### src/rtl/game_pkg.sv
// game_pkg: shared screen constants, slot index type, FSM encoding and a saturating subtract
package game_pkg;
    localparam int SCREEN_W = 640;
    localparam int SCREEN_H = 480;
    localparam int PARK_X   = 1023;
    localparam int PARK_Y   = 511;
    localparam int BORDER   = 31;
    localparam int PROJ_W   = 4;

    typedef logic [1:0] slot_idx_t;

    localparam logic [0:0] READY    = 1'b0;
    localparam logic [0:0] COOLDOWN = 1'b1;

    function automatic logic [8:0] sat_sub(input logic [8:0] a, input logic [8:0] b);
        return (a < b) ? 9'd0 : 9'(a - b);
    endfunction
endpackage

### src/rtl/player_proj_scheduler_if.sv
// player_proj_scheduler_if: player inputs, detector feedback and slot position outputs
interface player_proj_scheduler_if;
    import game_pkg::*;
    logic       frame_tick;
    logic       fire_btn;
    logic [9:0] playerX;
    logic [8:0] playerY;
    logic       projHit;
    slot_idx_t  collidedProj;
    logic [9:0] proj1X, proj2X, proj3X;
    logic [8:0] proj1Y, proj2Y, proj3Y;
    logic [2:0] proj_active;
    logic       fire_ack;
    logic [7:0] shots_fired;

    modport master (
        output frame_tick, fire_btn, playerX, playerY, projHit, collidedProj,
        input  proj1X, proj2X, proj3X, proj1Y, proj2Y, proj3Y, proj_active, fire_ack, shots_fired
    );
    modport slave (
        input  frame_tick, fire_btn, playerX, playerY, projHit, collidedProj,
        output proj1X, proj2X, proj3X, proj1Y, proj2Y, proj3Y, proj_active, fire_ack, shots_fired
    );
endinterface

### src/rtl/player_proj_scheduler_slot.sv
// proj_slot: one projectile slot holding position, live flag and post-retire holdoff
module proj_slot
    import game_pkg::*;
#(
    parameter logic [8:0] SPEED  = 9'd4,
    parameter logic [9:0] HOME_X = 10'(PARK_X),
    parameter logic [8:0] HOME_Y = 9'(PARK_Y)
) (
    input  logic       clk,
    input  logic       rst,
    input  logic       spawn_i,
    input  logic [9:0] spawn_x_i,
    input  logic [8:0] spawn_y_i,
    input  logic       move_i,
    input  logic       retire_i,
    output logic [9:0] x_o,
    output logic [8:0] y_o,
    output logic       active_o,
    output logic       holdoff_o
);
    logic [9:0] x_q, x_d;
    logic [8:0] y_q, y_d;
    logic       active_q, active_d, holdoff_q, kill;

    assign kill = retire_i & active_q;

    // retire wins over spawn and movement; movement saturates at the top of the screen
    always_comb begin
        x_d      = kill ? HOME_X : spawn_i ? spawn_x_i : x_q;
        y_d      = kill ? HOME_Y : spawn_i ? spawn_y_i : (move_i & active_q) ? sat_sub(y_q, SPEED) : y_q;
        active_d = ~kill & (active_q | spawn_i);
    end

    // slot state; holdoff marks the cycle right after a retire so a stale hit report is absorbed
    always_ff @(posedge clk) begin
        if (rst) begin
            x_q       <= HOME_X;
            y_q       <= HOME_Y;
            active_q  <= 1'b0;
            holdoff_q <= 1'b0;
        end else begin
            x_q       <= x_d;
            y_q       <= y_d;
            active_q  <= active_d;
            holdoff_q <= kill;
        end
    end

    assign x_o       = x_q;
    assign y_o       = y_q;
    assign active_o  = active_q;
    assign holdoff_o = holdoff_q;
endmodule

### src/rtl/player_proj_scheduler.sv
// player_proj_scheduler: fire edge detect, slot allocation, cooldown FSM and shot counter for three projectile slots
module player_proj_scheduler
    import game_pkg::*;
#(
    parameter int PROJ_SPEED     = 4,
    parameter int PROJ_W         = game_pkg::PROJ_W,
    parameter int PROJ_H         = 8,
    parameter int PLAYER_W       = 32,
    parameter int COOLDOWN_TICKS = 8,
    parameter int PARK_X         = game_pkg::PARK_X,
    parameter int PARK_Y         = game_pkg::PARK_Y
) (
    input logic                    clk,
    input logic                    rst,
    player_proj_scheduler_if.slave bus
);
    logic       fire_prev_q, fire_rise, accept, ack_q;
    logic [0:0] state_q, state_d;
    logic [7:0] cnt_q, cnt_d, shots_q;
    logic [2:0] active, holdoff, elig, spawn;
    logic [9:0] xs [3];
    logic [8:0] ys [3];
    logic [10:0] sx_sum;
    logic [9:0] spawn_x;
    logic [8:0] spawn_y;

    assign fire_rise = bus.fire_btn & ~fire_prev_q;
    assign elig      = ~active & ~holdoff;
    assign accept    = (state_q == READY) & fire_rise & (|elig);
    assign spawn     = accept ? (elig & (~elig + 3'd1)) : 3'd0;
    assign sx_sum    = {1'b0, bus.playerX} + 11'(PLAYER_W / 2 - PROJ_W / 2);
    assign spawn_x   = (sx_sum > 11'd1022) ? 10'd1022 : sx_sum[9:0];
    assign spawn_y   = sat_sub(bus.playerY, 9'(PROJ_H));

    genvar k;
    generate
        for (k = 0; k < 3; k++) begin : g_slot
            proj_slot #(
                .SPEED (9'(PROJ_SPEED)),
                .HOME_X(10'(PARK_X)),
                .HOME_Y(9'(PARK_Y))
            ) u_slot (
                .clk      (clk),
                .rst      (rst),
                .spawn_i  (spawn[k]),
                .spawn_x_i(spawn_x),
                .spawn_y_i(spawn_y),
                .move_i   (bus.frame_tick),
                .retire_i (bus.projHit && (bus.collidedProj == 2'(k + 1))),
                .x_o      (xs[k]),
                .y_o      (ys[k]),
                .active_o (active[k]),
                .holdoff_o(holdoff[k])
            );
        end
    endgenerate

    // cooldown counts frame ticks after an accepted shot and reopens firing when it hits zero
    always_comb begin
        state_d = accept ? COOLDOWN
                : (state_q == COOLDOWN && bus.frame_tick && cnt_q <= 8'd1) ? READY : state_q;
        cnt_d   = accept ? 8'(COOLDOWN_TICKS)
                : (state_q == COOLDOWN && bus.frame_tick) ? cnt_q - 8'd1 : cnt_q;
    end

    // control registers; fire_prev resets high so a button held through reset never fires
    always_ff @(posedge clk) begin
        if (rst) begin
            fire_prev_q <= 1'b1;
            state_q     <= READY;
            cnt_q       <= 8'd0;
            shots_q     <= 8'd0;
            ack_q       <= 1'b0;
        end else begin
            fire_prev_q <= bus.fire_btn;
            state_q     <= state_d;
            cnt_q       <= cnt_d;
            shots_q     <= shots_q + 8'(accept);
            ack_q       <= accept;
        end
    end

    assign bus.proj1X      = xs[0];
    assign bus.proj2X      = xs[1];
    assign bus.proj3X      = xs[2];
    assign bus.proj1Y      = ys[0];
    assign bus.proj2Y      = ys[1];
    assign bus.proj3Y      = ys[2];
    assign bus.proj_active = active;
    assign bus.fire_ack    = ack_q;
    assign bus.shots_fired = shots_q;
endmodule

### src/flat_wrapper.sv
// flat-port wrapper written by rule: the top's interface ports become plain ports
module player_proj_scheduler_flat import game_pkg::*;
#(
    parameter int PROJ_SPEED     = 4,
    parameter int PROJ_W         = game_pkg::PROJ_W,
    parameter int PROJ_H         = 8,
    parameter int PLAYER_W       = 32,
    parameter int COOLDOWN_TICKS = 8,
    parameter int PARK_X         = game_pkg::PARK_X,
    parameter int PARK_Y         = game_pkg::PARK_Y
)
  (clk, rst, bus_frame_tick, bus_fire_btn, bus_playerX, bus_playerY, bus_projHit, bus_collidedProj, bus_proj1X, bus_proj2X, bus_proj3X, bus_proj1Y, bus_proj2Y, bus_proj3Y, bus_proj_active, bus_fire_ack, bus_shots_fired);
  player_proj_scheduler_if bus_i ();
  input logic clk;
  input logic rst;
  input wire logic [$bits(bus_i.frame_tick)-1:0] bus_frame_tick;
  input wire logic [$bits(bus_i.fire_btn)-1:0] bus_fire_btn;
  input wire logic [$bits(bus_i.playerX)-1:0] bus_playerX;
  input wire logic [$bits(bus_i.playerY)-1:0] bus_playerY;
  input wire logic [$bits(bus_i.projHit)-1:0] bus_projHit;
  input wire logic [$bits(bus_i.collidedProj)-1:0] bus_collidedProj;
  output wire logic [$bits(bus_i.proj1X)-1:0] bus_proj1X;
  output wire logic [$bits(bus_i.proj2X)-1:0] bus_proj2X;
  output wire logic [$bits(bus_i.proj3X)-1:0] bus_proj3X;
  output wire logic [$bits(bus_i.proj1Y)-1:0] bus_proj1Y;
  output wire logic [$bits(bus_i.proj2Y)-1:0] bus_proj2Y;
  output wire logic [$bits(bus_i.proj3Y)-1:0] bus_proj3Y;
  output wire logic [$bits(bus_i.proj_active)-1:0] bus_proj_active;
  output wire logic [$bits(bus_i.fire_ack)-1:0] bus_fire_ack;
  output wire logic [$bits(bus_i.shots_fired)-1:0] bus_shots_fired;
  assign bus_i.frame_tick = bus_frame_tick;
  assign bus_i.fire_btn = bus_fire_btn;
  assign bus_i.playerX = bus_playerX;
  assign bus_i.playerY = bus_playerY;
  assign bus_i.projHit = bus_projHit;
  assign bus_i.collidedProj = bus_collidedProj;
  assign bus_proj1X = bus_i.proj1X;
  assign bus_proj2X = bus_i.proj2X;
  assign bus_proj3X = bus_i.proj3X;
  assign bus_proj1Y = bus_i.proj1Y;
  assign bus_proj2Y = bus_i.proj2Y;
  assign bus_proj3Y = bus_i.proj3Y;
  assign bus_proj_active = bus_i.proj_active;
  assign bus_fire_ack = bus_i.fire_ack;
  assign bus_shots_fired = bus_i.shots_fired;
  player_proj_scheduler #(.PROJ_SPEED(PROJ_SPEED), .PROJ_W(PROJ_W), .PROJ_H(PROJ_H), .PLAYER_W(PLAYER_W), .COOLDOWN_TICKS(COOLDOWN_TICKS), .PARK_X(PARK_X), .PARK_Y(PARK_Y)) u_core (.clk(clk), .rst(rst), .bus(bus_i));
endmodule
### config.mk
export PLATFORM = sky130hd
export DESIGN_NAME = player_proj_scheduler_flat
export DESIGN_NICKNAME = d
export VERILOG_FILES = /design/src/rtl/game_pkg.sv /design/src/rtl/player_proj_scheduler_if.sv /design/src/rtl/player_proj_scheduler_slot.sv /design/src/rtl/player_proj_scheduler.sv /design/src/flat_wrapper.sv
export SDC_FILE = /design/constraint.sdc
export NUM_CORES = 1
export LEC_CHECK = 0
export CAP_MARGIN = 30
export CORE_UTILIZATION = 49
export DETAILED_ROUTE_END_ITERATION = 10
export GPL_ROUTABILITY_DRIVEN = 0
export GPL_TIMING_DRIVEN = 0
export PLACE_DENSITY = 0.89
export SYNTH_ARGS = -nofsm -noshare
export SYNTH_HDL_FRONTEND = slang
export SYNTH_HIERARCHICAL = 1
export SYNTH_SLANG_ARGS = --single-unit
### constraint.sdc
create_clock -name clk -period 2.5 [get_ports clk]
set_input_delay 0.25 -clock clk [delete_from_list [all_inputs] [get_ports clk]]
set_output_delay 0.25 -clock clk [all_outputs]
set_load 0.01 [all_outputs]
# After elaboration in Yosys (flattened, before gate mapping)
# Cells that the tools add are included.
# classes
addsub	8
order_cmp	6
eq_ne	3
muxes	16
bitwise	25
reduce_logical	15
# ops
operator	count
9-bit two-way mux	10
9-bit by 3-bit < comparator with 1-bit output (second input constant)	3
9-bit by 3-bit subtractor with 9-bit output (second input constant)	3
1-bit AND	12
10-bit by 4-bit adder with 11-bit output (second input constant)	1
11-bit by 10-bit greater-than comparator with 1-bit output (second input constant)	1
10-bit two-way mux	1
2-bit nonzero test	5
9-bit by 4-bit < comparator with 1-bit output (second input constant)	1
3-bit NOT	3
9-bit by 4-bit subtractor with 9-bit output (second input constant)	1
8-bit by 1-bit adder with 8-bit output	1
8-bit by 1-bit less-or-equal comparator with 1-bit output (second input constant)	1
4-bit two-way mux	2
2-bit OR reduction	4
8-bit by 1-bit subtractor with 8-bit output (second input constant)	1
3-bit AND	2
1-bit logical AND	5
1-bit NOT	5
2-bit == test (second input constant)	2
3-bit by 1-bit adder with 3-bit output (second input constant)	1
3-bit two-way mux	1
1-bit bitwise OR	3
3-bit OR reduction	1
other kinds (2)	3
# totals
ff_bits	82
inputBits	26
output_inout_bits	69
word_cells	91

# Depth between registers and ports, before layout
# logic_depth
depth_word	8
mapped_depth	9

# By module
# Netlist, hierarchy kept.
# modules_own_cells
module	instances	cells_each	area_each_um2	seq_area_each_um2
proj_slot	3	88	857.1	420.4
player_proj_scheduler	1	159	1223.7	380.4

# Worst setup path before layout
# OpenSTA, ideal clock, no wires.
# synth_timing
path_type	register -> register
startpoint	register u_core.state_q
endpoint	register u_core.g_slot[2].u_slot.y_q[5]
setup_ns	0.087
t_arrival_ns	1.820
required_time_ns	2.413
setup_slack_ns	0.593
path_stages_with_launch	9
n_path_buf	2
path_cell_list	dfxtp_1 nor3b_1 o21ai_0 nor4_1 clkbuf_1 a21oi_1 or3_1 buf_2 o31ai_1
# synth_via
elab_chain_len	5
elab_cells_between_ends	6
# synth_lines
item	line_no	text
start: declaration	player_proj_scheduler.sv:18	logic [0:0] state_q, state_d;
start signal: assignment	player_proj_scheduler.sv:76	state_q <= state_d;
1-bit NOT *	player_proj_scheduler.sv:29	assign accept = (state_q == READY) & fire_rise & (|elig);
1-bit AND * (2 in a row)	player_proj_scheduler.sv:29	
3-bit two-way mux *	player_proj_scheduler.sv:30	assign spawn = accept ? (elig & (~elig + 3'd1)) : 3'd0;
via u_core.spawn[2]	player_proj_scheduler.sv:20	logic [2:0] active, holdoff, elig, spawn;
9-bit two-way mux / 2-bit nonzero test (equally long branches)	n/a	
end signal: assignment	player_proj_scheduler_slot.sv:43	y_q <= y_d;
end: declaration	player_proj_scheduler_slot.sv:22	logic [8:0] y_q, y_d;
# The timed path passes the listed nets; every way through them passes the cells marked *.
# A chain may end at the register's enable or synchronous reset.

# Final worst setup path
# Same ends and word-level chain as after synthesis.

==> metrics <==
Worst R2R Setup Slack=0.27 ns; Core ar.=7370 µm²; die height=90.0 µm; register area share after synthesis=0.433; total power=2.64 mW; WL final=10.6 mm; endpoints failing hold=0; worst hold slack=0.472 ns; Layout Skew=0.0101 ns; final period utilization=0.892; status=completed; Synth Net Count=458; largest cells by area after synthesis=dfxtp_1 (43%), mux2i_1 (7.9%), a221oi_1 (4.8%); # setup viols final=0; synth warn=6; depth of the most critical reg-to-reg path=8; Final Max Tran Viols=0; CTS Hold Buffers Added=0; vias per cell=5.71; Final nets=563; CP endpoint=u_core/g_slot[2].u_slot/y_o[5]$_SDFFE_PP1P_; Post-Synth Adder-Cell Area=0.0297; CTS clock-pin slew for the worst setup and hold paths=0.09 ns; Critical Path Fanout Max=8; vias in the first global route=3565; initial core utilization=0.515; register area=1640 µm²; fill count=549; DRC=0; Avg WL per Cell=16.7 µm; top cells by instance count after synthesis=dfxtp_1 (82), nand2_1 (46), nor2_1 (41); Cells after Synth=423; relative slew slack=0.361; post-layout minimum cycle time=2.23 ns; critical path type=flip-flop to flip-flop; Ports=95; depth of the CTS H-tree=3; Cell variety after synth=45; Clock Sinks=82; maximum clock path buffer count=2; synthesized area=3790 µm²; ys flop type=dfxtp_1; Worst setup EP type=flip-flop; port bufs=93; crit path from=u_core/state_q$_SDFFE_PP0P_; vias=3609; main combinational cell family by area after synthesis=simple AND/OR/NAND/NOR gates; TritonCTS Buffers=9; Post-Synth XOR/XNOR Area=0.0623; gr ovfl total=0; Compound-Gate Fraction of Synth Area=0.147; fmax=449 MHz; Mean Syn Cell Area=8.97 µm²; Final ANT Viol Nets=0; Die X=90.0 µm; Total Routing Usage GR=0.266; First DRT Iteration DRCs=213; die area=8100 µm²; count leader, synth=dfxtp_1; area of the multi-input gates=2020 µm²; FF+latch count, synth=82; worst reg2reg endpoint=u_core/g_slot[2].u_slot/y_o[5]$_SDFFE_PP1P_; global-route wire length before repair=17.3 mm; RSZ-0062 raised after global routing=false; DR pass1 iterations=5; PwrDens=522 nW/µm²; simple-gate portion of the synthesized area=0.212; leakage=1.88 nW; ratio of cells with drive above 1 in the final layout=0.0713; transition time of the tightest slew-check pin=0.959 ns; HP Class=input pin to flip-flop; P&R area growth vs syn=33.5%; number of synthesized flops with an enable pin=0; mux contribution to synthesized area=0.0791; asr flop ratio synth=0; clock latency on the worst-skew pair=0.37 ns; max-capacitance violation count=0; root buf cell=clkbuf_8; hpwl dp=7.45 mm; Max IR drop VDD=0.301 mV; Inserted Diodes=0; top cell type's share of synthesized area=0.433; top cell type by total area after synthesis=dfxtp_1; CP Launch Type=flip-flop; Worst R2R Start=u_core/state_q$_SDFFE_PP0P_; FP Rows=31; CTS tree=yes; initial antenna violation count=0; largest net degree at the start of global routing=15; CP arrival=2.50 ns; Worst EP required=2.77 ns
[critical path, cell delays in order, from the launching register on]
cell,delay (ns)
dfxtp_1,0.39
nor3b_2,0.27
o21ai_1,0.14
nor4_1,0.28
buf_2,0.20
a21oi_1,0.14
or3_1,0.36
buf_2,0.16
o31ai_1,0.20
[state kept, by name (all words and copies together), names as in the netlist]
register / count
u_core/g_slot.u_slot/holdoff_o: 3
u_core/g_slot.u_slot/y_o: 27
u_core/cnt_q: 8
u_core/bus.shots_fired: 8
u_core/bus.fire_ack: 1
u_core/g_slot.u_slot/x_o: 30
u_core/state_q: 1
u_core/fire_prev_q: 1
u_core/g_slot.u_slot/active_o: 3
[kinds of logic after synthesis]
family | count (synthesis)
XOR/XNOR | 27
multiplexers | 30
AND/OR/NAND/NOR | 160
buffers and inverters | 36
AO/OA/AOI/OAI | 79
adder cells (fa/ha/maj) | 9
flip-flops | 82
[stage by stage]
step                      setup WS (ns)   util  area [µm²]  TNS, ns  std cells
after floorplan                   0.593      -        3790        0        423
after global placement           -0.168  0.658        4850    -1.55        615
after detailed placement         -0.174  0.658        4850    -1.80        615
after CTS                        0.0964  0.686        5050        0        631
after global routing            0.00229  0.688        5070        0        632
final                             0.271  0.688        5070        0        632
[cell type report]
| type | instances | share of cell area |
|---|---|---|
| Multi-Input combinational cell | 305 | 0.398 |
| Sequential cell | 82 | 0.324 |
| Timing Repair Buffer | 94 | 0.185 |
| Clock buffer | 10 | 0.0272 |
| Tap cell | 99 | 0.0244 |
| Buffer | 17 | 0.0143 |
| Inverter | 19 | 0.0141 |
| Clock inverter | 6 | 0.0131 |
[timing repair]
item | in CTS | in global routing
setup buffers | 0 | 1
setup endpoints to repair | 0 | 25
gates resized for setup | 0 | 4
[cells in the final DEF, fill, tap and decap left out, types with 4 or more instances in the layout]
master,Yosys,layout
nand2b_1,8,8
nor2b_1,5,5
a21oi_1,12,12
xor2_1,10,10
nor2_1,41,41
a21o_1,4,4
a221o_1,6,6
inv_1,19,19
or3_1,6,6
ha_1,9,9
clkbuf_8,0,10
mux2i_1,30,30
xnor2_1,17,17
buf_2,6,7
a221oi_1,21,21
and3_1,5,5
clkbuf_1,11,10
dfxtp_1,82,82
or3_4,4,4
nor3_1,12,12
o21ai_0,20,19
clkdlybuf4s50_1,0,93
nand2_1,46,46
nand4_1,4,4
nand3_1,12,12
[routing by layer]
metal | global-route usage | wire length, µm
met5 | 0 | 0
met4 | 0.161 | 395
met3 | 0.0406 | 723
met2 | 0.445 | 5130
met1 | 0.321 | 4320
[how the worst min path moves through the flow]
| stage | endpoint | depth (start not counted) | startpoint |
|---|---|---|---|
| floorplan | u_core/bus.shots_fired[0]$_SDFF_PP0_ | 1 | rst |
| global placement | u_core/g_slot[2].u_slot/x_o[9]$_SDFFE_PP1P_ | 2 | u_core/g_slot[2].u_slot/x_o[9]$_SDFFE_PP1P_ |
| detailed placement | u_core/g_slot[2].u_slot/x_o[8]$_SDFFE_PP1P_ | 2 | u_core/g_slot[2].u_slot/x_o[8]$_SDFFE_PP1P_ |
| CTS | u_core/fire_prev_q$_SDFF_PP1_ | 2 | bus_fire_btn |
| global route | u_core/fire_prev_q$_SDFF_PP1_ | 2 | bus_fire_btn |
| finish | u_core/fire_prev_q$_SDFF_PP1_ | 2 | bus_fire_btn |
[where the power goes]
| group | total (mW) | switching, mW | internal (mW) |
|---|---|---|---|
| Sequential | 1.36 | 0.0282 | 1.33 |
| Clock | 0.994 | 0.506 | 0.488 |
| Combinational | 0.289 | 0.156 | 0.133 |
Power figures use the tool's default switching activity.
